[src/rtl/cis_pkg.sv]
// rtl/cis_pkg.sv - shared colour/state types, defaults and stream word layout for CIS line capture
package cis_pkg;

    localparam int CIS_DATA_W   = 12;
    localparam int CIS_LEAD_PIX = 16;
    localparam int CIS_ACT_PIX  = 2592;
    localparam int CIS_CNT_W    = 12;

    typedef enum logic [1:0] {
        COL_R = 2'd0,
        COL_G = 2'd1,
        COL_B = 2'd2
    } cis_color_e;

    typedef enum logic [1:0] {
        ST_IDLE,
        ST_LEAD,
        ST_ACTIVE
    } cap_state_e;

    typedef struct packed {
        logic                  first;
        logic                  last;
        cis_color_e            color;
        logic [CIS_DATA_W-1:0] data;
    } cis_word_t;

endpackage

[src/rtl/cis_capture_fifo.sv]
// rtl/cis_capture_fifo.sv - first-word-fall-through elastic FIFO between capture stage and output stream
module cis_capture_fifo #(
    parameter int WIDTH = 16,
    parameter int DEPTH = 16
) (
    input  logic             CLK,
    input  logic             RST,
    input  logic             wr_en,
    input  logic [WIDTH-1:0] wr_data,
    input  logic             rd_en,
    output logic [WIDTH-1:0] rd_data,
    output logic             full,
    output logic             empty
);

    localparam int AW = $clog2(DEPTH);

    logic [WIDTH-1:0] mem [DEPTH];
    logic [AW-1:0]    wr_ptr;
    logic [AW-1:0]    rd_ptr;
    logic [AW:0]      count;
    logic             do_rd;
    logic             do_wr;

    assign empty   = (count == '0);
    assign full    = (count == (AW+1)'(DEPTH));
    assign do_rd   = rd_en & ~empty;
    // A read in the same cycle frees the slot, so a write to a full FIFO still lands.
    assign do_wr   = wr_en & (~full | do_rd);
    assign rd_data = mem[rd_ptr];

    always_ff @(posedge CLK or posedge RST) begin
        if (RST) begin
            wr_ptr <= '0;
            rd_ptr <= '0;
            count  <= '0;
        end else begin
            if (do_wr) wr_ptr <= wr_ptr + AW'(1);
            if (do_rd) rd_ptr <= rd_ptr + AW'(1);
            case ({do_wr, do_rd})
                2'b10:   count <= count + (AW+1)'(1);
                2'b01:   count <= count - (AW+1)'(1);
                default: count <= count;
            endcase
        end
    end

    always_ff @(posedge CLK) begin
        if (do_wr) mem[wr_ptr] <= wr_data;
    end

endmodule

[src/rtl/cis_line_capture.sv]
// rtl/cis_line_capture.sv - frames CIS colour lines, tags active pixels, streams them out through a FIFO
// Optional dark-level subtraction from the lead-in samples: CIS_CAPTURE_DARK_SUB_EN
module cis_line_capture
    import cis_pkg::*;
#(
    parameter int DATA_W     = CIS_DATA_W,
    parameter int LEAD_PIX   = CIS_LEAD_PIX,
    parameter int ACT_PIX    = CIS_ACT_PIX,
    parameter int FIFO_DEPTH = 16
) (
    input  logic              CLK,
    input  logic              RST,
    input  logic              SI_TOGGLE,
    input  logic [1:0]        SI_CNT,
    input  logic [DATA_W-1:0] ADC_DATA,
    input  logic              ADC_VALID,
    input  logic              CLR_ERR,
    output logic [DATA_W-1:0] M_DATA,
    output logic [1:0]        M_COLOR,
    output logic              M_FIRST,
    output logic              M_LAST,
    output logic              M_VALID,
    input  logic              M_READY,
    output logic              OVERFLOW,
    output logic              TRUNC,
    output logic              BUSY
);

    typedef struct packed {
        logic              first;
        logic              last;
        cis_color_e        color;
        logic [DATA_W-1:0] data;
    } word_t;

    localparam int                 WORD_W    = $bits(word_t);
    localparam logic [CIS_CNT_W-1:0] LEAD_LAST = CIS_CNT_W'(LEAD_PIX - 1);
    localparam logic [CIS_CNT_W-1:0] LAST_IDX  = CIS_CNT_W'(ACT_PIX - 1);

    cap_state_e           state;
    cis_color_e           color;
    logic [CIS_CNT_W-1:0] pix_cnt;
    logic                 r_tog;
    logic                 start;
    logic                 stg_valid;
    word_t                stg_word;
    logic [DATA_W-1:0]    pix_val;
    logic                 trunc_set;
    logic                 ovf_set;
    logic                 fifo_full;
    logic                 fifo_empty;
    logic [WORD_W-1:0]    fifo_rd;
    word_t                out_word;

`ifdef CIS_CAPTURE_DARK_SUB_EN
    logic [DATA_W+3:0] dark_acc;
    logic [DATA_W+3:0] acc_next;
    logic [DATA_W-1:0] dark;

    assign acc_next = dark_acc + {4'b0000, ADC_DATA};
    assign pix_val  = (ADC_DATA > dark) ? (ADC_DATA - dark) : '0;
`else
    assign pix_val  = ADC_DATA;
`endif

    assign start     = SI_TOGGLE ^ r_tog;
    assign trunc_set = start & ((SI_CNT == 2'd3) | (state == ST_ACTIVE));
    assign ovf_set   = stg_valid & fifo_full & ~M_READY;

    always_ff @(posedge CLK or posedge RST) begin
        if (RST) begin
            state     <= ST_IDLE;
            color     <= COL_R;
            pix_cnt   <= '0;
            r_tog     <= 1'b0;
            stg_valid <= 1'b0;
            stg_word  <= '0;
            OVERFLOW  <= 1'b0;
            TRUNC     <= 1'b0;
`ifdef CIS_CAPTURE_DARK_SUB_EN
            dark_acc  <= '0;
            dark      <= '0;
`endif
        end else begin
            r_tog     <= SI_TOGGLE;
            stg_valid <= 1'b0;
            OVERFLOW  <= ovf_set | (OVERFLOW & ~CLR_ERR);
            TRUNC     <= trunc_set | (TRUNC & ~CLR_ERR);
            // A line start pre-empts any sample arriving in the same cycle.
            if (start) begin
                pix_cnt <= '0;
`ifdef CIS_CAPTURE_DARK_SUB_EN
                dark_acc <= '0;
`endif
                if (SI_CNT == 2'd3) begin
                    state <= ST_IDLE;
                end else begin
                    color <= cis_color_e'(SI_CNT);
                    state <= ST_LEAD;
                end
            end else if (ADC_VALID) begin
                case (state)
                    ST_LEAD: begin
`ifdef CIS_CAPTURE_DARK_SUB_EN
                        dark_acc <= acc_next;
`endif
                        if (pix_cnt == LEAD_LAST) begin
                            pix_cnt <= '0;
                            state   <= ST_ACTIVE;
`ifdef CIS_CAPTURE_DARK_SUB_EN
                            dark    <= acc_next[DATA_W+3:4];
`endif
                        end else begin
                            pix_cnt <= pix_cnt + CIS_CNT_W'(1);
                        end
                    end
                    ST_ACTIVE: begin
                        stg_valid      <= 1'b1;
                        stg_word.first <= (pix_cnt == '0);
                        stg_word.last  <= (pix_cnt == LAST_IDX);
                        stg_word.color <= color;
                        stg_word.data  <= pix_val;
                        // Counter parks on the last index, so it saturates there.
                        if (pix_cnt == LAST_IDX) state   <= ST_IDLE;
                        else                     pix_cnt <= pix_cnt + CIS_CNT_W'(1);
                    end
                    default: ;
                endcase
            end
        end
    end

    cis_capture_fifo #(
        .WIDTH (WORD_W),
        .DEPTH (FIFO_DEPTH)
    ) u_fifo (
        .CLK     (CLK),
        .RST     (RST),
        .wr_en   (stg_valid),
        .wr_data (stg_word),
        .rd_en   (M_READY),
        .rd_data (fifo_rd),
        .full    (fifo_full),
        .empty   (fifo_empty)
    );

    assign out_word = fifo_empty ? '0 : word_t'(fifo_rd);
    assign M_VALID  = ~fifo_empty;
    assign M_DATA   = out_word.data;
    assign M_COLOR  = out_word.color;
    assign M_FIRST  = out_word.first;
    assign M_LAST   = out_word.last;
    assign BUSY     = (state != ST_IDLE);

endmodule
[config.mk]
export PLATFORM = sky130hd
export DESIGN_NAME = cis_line_capture
export DESIGN_NICKNAME = d
export VERILOG_FILES = /design/src/rtl/cis_pkg.sv /design/src/rtl/cis_capture_fifo.sv /design/src/rtl/cis_line_capture.sv
export SDC_FILE = /design/constraint.sdc
export NUM_CORES = 1
export LEC_CHECK = 0
export CAP_MARGIN = 15
export CORE_MARGIN = 3
export CORE_UTILIZATION = 45
export CTS_BUF_LIST = sky130_fd_sc_hd__clkbuf_8
export CTS_CLUSTER_SIZE = 10
export DETAILED_ROUTE_END_ITERATION = 10
export HOLD_SLACK_MARGIN = 0.06
export MAX_ROUTING_LAYER = met4
export SLEW_MARGIN = 20
export SYNTH_ARGS = -nofsm -noshare
export SYNTH_HDL_FRONTEND = slang
export SYNTH_SLANG_ARGS = --single-unit
[constraint.sdc]
create_clock -name CLK -period 6.2 [get_ports CLK]
set_input_delay 1.24 -clock CLK [delete_from_list [all_inputs] [get_ports CLK]]
set_output_delay 1.24 -clock CLK [all_outputs]
set_load 0.01 [all_outputs]
==> results.ini, run 1 <==
[clock_network]
clock_tree.root_cell=clkbuf_8
insertion_delay_ns=0.54
worst_setup_hold_path_clk_slew_ns=0.06
cts.path.max_buffers=3
ctsHoldBuffers=0
cts.sinks=305
tritoncts_clock_tree=yes
cts_buffers=49
htreeDepth=2
cts_resized=0
post_cts.repair.setup_buffers=0

[global_routing]
grt_first_pass_wirelength_mm=40.03
grt-ovfl-total=0
antenna_found_initial=0
globalRouteTotalUtil=0.1899
grt_start_max_net_pins=50
first_global_vias=6712

[timing]
clock_skew_ns=0.008862
final_hold_viol_count=0
timing_max_transition_violations_final=0
period_share=0.7479
maxClockFrequency_mhz=215.7
unrepaired_setup_endpoints_after_global_routing=false
finalWorstPathRequiredPeriod_ns=4.637
max_slew_margin=0.3571
fin_setup_tns_ns=0
tightest_slew_ns=0.9644
hold_slack_ns=0.4763
final-setup-viol-count=0
final.setup.worst_slack_ns=1.563

[synthesis]
ys_warn_count=0
ys_seq_area_frac=0.7336
synth.lib_cells_used.distinct=46
syn-num-nets=695
synth_enable_flop_cells=256
ys_dominant_reg_cell=edfxtp_1
ys_ff_latch=305
asyncSetResetFlopFracSynth=0.1607
netlist_instances=665
cell_types_with_the_largest_area_share_after_synthesis=edfxtp_1, mux4_2, dfrtp_1, mux2i_1, nand2_1
post-synth-top-area-cell=edfxtp_1
synth.cells.most_frequent=edfxtp_1, mux4_2, nand2_1
synth.top_cell.area_share=0.6327
yosys.cell_count.top_type=edfxtp_1
synth_cell_area_sq_um=12150
post_synth.cell_area_avg_sq_um=18.27

[worst_hold_path]
hold_path_startpoint=color[0]
instance_count_along_the_most_critical_hold_path=2
hold_class=reg -> reg
worst_hold_path.endpoint=stg_word[12]

[route]
antenna_violating_nets_post_route=0
routed_wire_length_per_instance_um=22.89
route.detailed.vias_per_inst=5.597
route.detailed.drc=0
totalWireLength_mm=25.67
drt-pass1-iter-count=5
detailroute.via_count=6274
dr.first_iter.drc_count=512

[setup_path]
cp-end-kind=primary output
max_stage_delay_ns=0.75
crit_path_cell_trace=buf_4, mux4_2, mux2i_1, o22ai_1, clkdlybuf4s50_1
required_ns=4.96
critical-path-slowest-cell=dfrtp_2
cp_top_family=buffers and inverters
startpoint_type=flip-flop
worstReg2RegEnd=u_fifo.count[4]
r2r_start=u_fifo.count[1]
arrival_time_reported_for_the_critical_path_endpoint_ns=3.40
setup.reg_to_reg.worst_slack_ns=2.61
worstPathMaxFanout=45
critical_path_class=reg -> out
timing.critical_path.buf_inv=2
ff2ff_path_depth=11

[power_and_ir_drop]
powerDensity_nw_per_um2=378.8
switching_share=0.2821
seq_power_share=0.465
clock_power_frac=0.291
p_leak_nw=4.821
p_switching_mw=1.489
combPwrFrac=0.243
cell_internal_pwr_mw=3.790
max_vdd_drop_mv=0.1961

[layout]
insertedDiodeCount=0
fin_area_sq_um=13940
final_cells=1121
final.fill_count=2084
multi_input_comb_area_sq_um=3108
area_delta_synth_final_pct=14.72
total_area_of_sequential_cells_sq_um=8920
drive_gt1_frac=0.2239
layout.nets=775

[place]
dp.cells=1029
gp_congestion=0.8863
dp_hpwl_mm=14.98
post-place-ws_ns=1.904
placed_area_sq_um=13040
io_buffer_count=39

[floorplanning]
num_io_pins=40
core-area_sq_um=26280
dieArea_sq_um=29010
die_height_um=170.3
die_width_um=170.3
initial_utilization=0.4623
std_cell_rows=59

[flow_run]
cap_violations=0

[outcome]
run_status=finished, final reports clean

==> placed cells by master, fill, tap and decap left out, types with 4 or more instances in the layout <==
cell type / n
xnor2_1: 8
nand2b_1: 6
nand3_1: 5
clkbuf_8: 54
nand4_1: 5
clkinv_2: 7
xor2_1: 8
nor2_2: 12
o21ai_0: 10
nand2_1: 62
clkinv_1: 9
or3_1: 10
clkdlybuf4s50_1: 39
inv_1: 35
mux2i_1: 32
o22ai_1: 18
nor3_2: 4
ha_1: 10
buf_4: 20
edfxtp_1: 256
nor2_1: 14
dfrtp_1: 46
or4_1: 4
a21oi_1: 11
mux4_2: 64
==> sequential cells by signal, summed over array words and instances, names as in the netlist, 2 cells and up <==
signal and count:
u_fifo.wr_ptr 4, color 2, u_fifo.mem 256, u_fifo.rd_ptr 4, u_fifo.count 5, stg_word 16, pix_cnt 12, state 2
==> worst max path at each step <==
stage                                start         endpoint  slack, ns  cells after the start
after floorplan                    M_READY  u_fifo.count[4]       2.39                     12
after global placement             M_READY  u_fifo.count[4]       1.98                     11
after detailed placement           M_READY  u_fifo.count[4]       1.90                     11
after CTS                 u_fifo.rd_ptr[0]        M_DATA[3]       1.41                      5
after global routing      u_fifo.rd_ptr[0]        M_DATA[4]       1.25                      5
final                     u_fifo.rd_ptr[1]       M_COLOR[0]       1.56                      5
==> per-layer routing <==
layer,global-route usage,share of wire
met1,0.2599,0.43
met2,0.3025,0.49
met3,0.03508,0.063
met4,0.04127,0.014
met5,-,0
==> tightest hold or removal path, cell delays in order (launching register included) <==
cell and delay (ns):
dfrtp_1 0.34, nand2_1 0.05, nand2_1 0.05
==> cells by family (layout without fill, tap and decap cells) <==
group | after synthesis | count (layout) | share of synthesized area
AND/OR/NAND/NOR | 136 | 136 | 0.05262
buffers and inverters | 44 | 165 | 0.01473
multiplexers | 99 | 99 | 0.1481
adder cells (fa/ha/maj) | 10 | 10 | 0.01030
flip-flops | 305 | 305 | 0.7336
XOR/XNOR | 16 | 16 | 0.01153
AO/OA/AOI/OAI | 55 | 55 | 0.02914
==> stage by stage <==
stage | utilization | power (mW)
2_1_floorplan | - | 3.333
3_3_place_gp | 0.4962 | 3.785
3_5_place_dp | 0.4962 | 3.812
4_1_cts | 0.5303 | 5.355
5_1_grt | 0.5304 | 5.544
6_report | 0.5304 | 5.280
==> power by group through the flow <==
stage	clock (mW)	combinational, mW	sequential, mW
2_1_floorplan	0	0.989	2.34
3_3_place_gp	0	1.29	2.50
3_5_place_dp	0	1.30	2.51
4_1_cts	1.58	1.31	2.47
5_1_grt	1.68	1.38	2.49
6_report	1.54	1.28	2.46
==> area by class of cell <==
cell class | count | area share
clock buffers | 54 | 0.05332
clock inverters | 38 | 0.01104
inverters | 14 | 0.003860
multi-input cells | 316 | 0.2230
flip-flops and latches | 305 | 0.6399
well taps | 335 | 0.03007
repair buffers | 59 | 0.03878
(Power assumes the default switching activity.)
==> run 2: changes to the inputs <==
==> constraint.sdc (replaced) <==
create_clock -name CLK -period 4.5 [get_ports CLK]
set_input_delay 0.9 -clock CLK [delete_from_list [all_inputs] [get_ports CLK]]
set_output_delay 0.9 -clock CLK [all_outputs]
set_load 0.01 [all_outputs]
==> results.ini, run 2 (same netlist as run 1, synthesis figures left out) <==
[power_and_ir_drop]
max_vdd_drop_mv=0.2487
p_leak_nw=4.811
powerDensity_nw_per_um2=528.9

[clock_network]
htreeDepth=2
post_cts.repair.setup_buffers=0
worst_setup_hold_path_clk_slew_ns=0.06
cts_buffers=48
clock_tree.root_cell=clkbuf_8
tritoncts_clock_tree=yes
ctsHoldBuffers=0
cts.sinks=305
insertion_delay_ns=0.56
cts.path.max_buffers=3
cts_resized=0

[timing]
finalWorstPathRequiredPeriod_ns=4.131
tightest_slew_ns=0.8563
timing_max_transition_violations_final=0
period_share=0.9180
maxClockFrequency_mhz=242.1
unrepaired_setup_endpoints_after_global_routing=false
hold_slack_ns=0.4786
clock_skew_ns=0.01860
max_slew_margin=0.4285
fin_setup_tns_ns=0
final_hold_viol_count=0
final-setup-viol-count=0

[floorplanning]
num_io_pins=40
initial_utilization=0.4623
die_width_um=170.3
std_cell_rows=59
die_height_um=170.3
core-area_sq_um=26280
dieArea_sq_um=29010

[place]
io_buffer_count=39
dp.cells=1034
dp_hpwl_mm=15.22
gp_congestion=0.8914

[global_routing]
grt_first_pass_wirelength_mm=38.97
grt-ovfl-total=0
antenna_found_initial=0
first_global_vias=6630
globalRouteTotalUtil=0.1851
grt_start_max_net_pins=54

[setup_path]
cp-end-kind=primary output
crit_path_most_repeated_cell=or3_1
timing.critical_path.buf_inv=2
crit_path_cell_trace=or3_1, or3_1, nand2_1, buf_4, o22ai_1, clkdlybuf4s50_1
startpoint_type=flip-flop
critical_path_class=reg -> out
worstPathMaxFanout=11
cp.depth=6
max_stage_delay_ns=0.51
ff2ff_path_depth=11
required_ns=3.60
arrival_time_reported_for_the_critical_path_endpoint_ns=3.23
cp_top_family=simple AND/OR/NAND/NOR gates
critical-path-slowest-cell=nand2_1

[route]
antenna_violating_nets_post_route=0
route.detailed.drc=0
detailroute.via_count=6287
routed_wire_length_per_instance_um=22.36
totalWireLength_mm=25.12
route.detailed.vias_per_inst=5.598
drt-pass1-iter-count=5
dr.first_iter.drc_count=498

[layout]
drive_gt1_frac=0.2310
layout_top_registers=u_fifo.mem x256, stg_word x16, pix_cnt x12
largest_register_ffs=256
area_delta_synth_final_pct=15.38
most-common-layout-cells=edfxtp_1, mux4_2, nand2_1
layout.nets=779
final_cells=1123
insertedDiodeCount=0
layout_commonest_cell=edfxtp_1
top_register=u_fifo.mem
final.fill_count=2076

[outcome]
run_status=finished, final reports clean

[worst_hold_path]
hold_class=reg -> reg
instance_count_along_the_most_critical_hold_path=2

[flow_run]
cap_violations=0

==> run 2: stage by stage <==
stage               cell area, sq um  total power [mW]    util  worst slack [ns]
floorplan                      12150             4.592       -             1.026
global placement               13120             5.291  0.4990            0.6539
detailed placement             13120             5.323  0.4990            0.4997
CTS                            14020             7.523  0.5334            0.2908
global route                   14020             7.758  0.5335            0.2300
finish                         14020             7.414  0.5335            0.3689
==> run 2: path summary, 6_finish.rpt <==
| check | slack [ns] | from | endpoint |
|---|---|---|---|
| hold / removal | 0.48 | color[0] | stg_word[12] |
| min in group asynchronous | 0.81 | RST | r_tog |
| max in group asynchronous | 3.08 | RST | u_fifo.rd_ptr[0] |
| hold reg to reg | 0.48 | color[0] | stg_word[12] |
| setup / recovery | 0.37 | u_fifo.count[1] | M_DATA[11] |
| setup reg to reg | 0.89 | u_fifo.count[1] | u_fifo.count[4] |
==> run 2: tightest hold or removal path, stage by stage (launching register included) <==
cell     delay (ns)
dfrtp_1        0.34
nand2_1        0.06
nand2_1        0.05
==> run 2: layout make-up <==
class	count	area (sq um)	share of cell area
flip-flops and latches	305	8920	0.6362
multi-input cells	316	3108	0.2217
clock buffers	49	674.4	0.04810
repair buffers	64	615.6	0.04391
well taps	335	419.2	0.02990
clock inverters	40	229.0	0.01633
inverters	14	53.80	0.003838
==> run 2: report_power, final <==
part           internal (mW)  switching (mW)
registers               3.12           0.186
clock network           1.14            1.05
logic                   1.06           0.865
total                   5.31            2.10
==> run 2: metal layers <==
metal	vias to the layer above	wire length [um]	GRT usage
met2	187	12360	0.2911
met4	0	367	0.04480
li1	2809	-	-
met5	-	0	-
met1	3254	11080	0.2571
met3	37	1303	0.03066
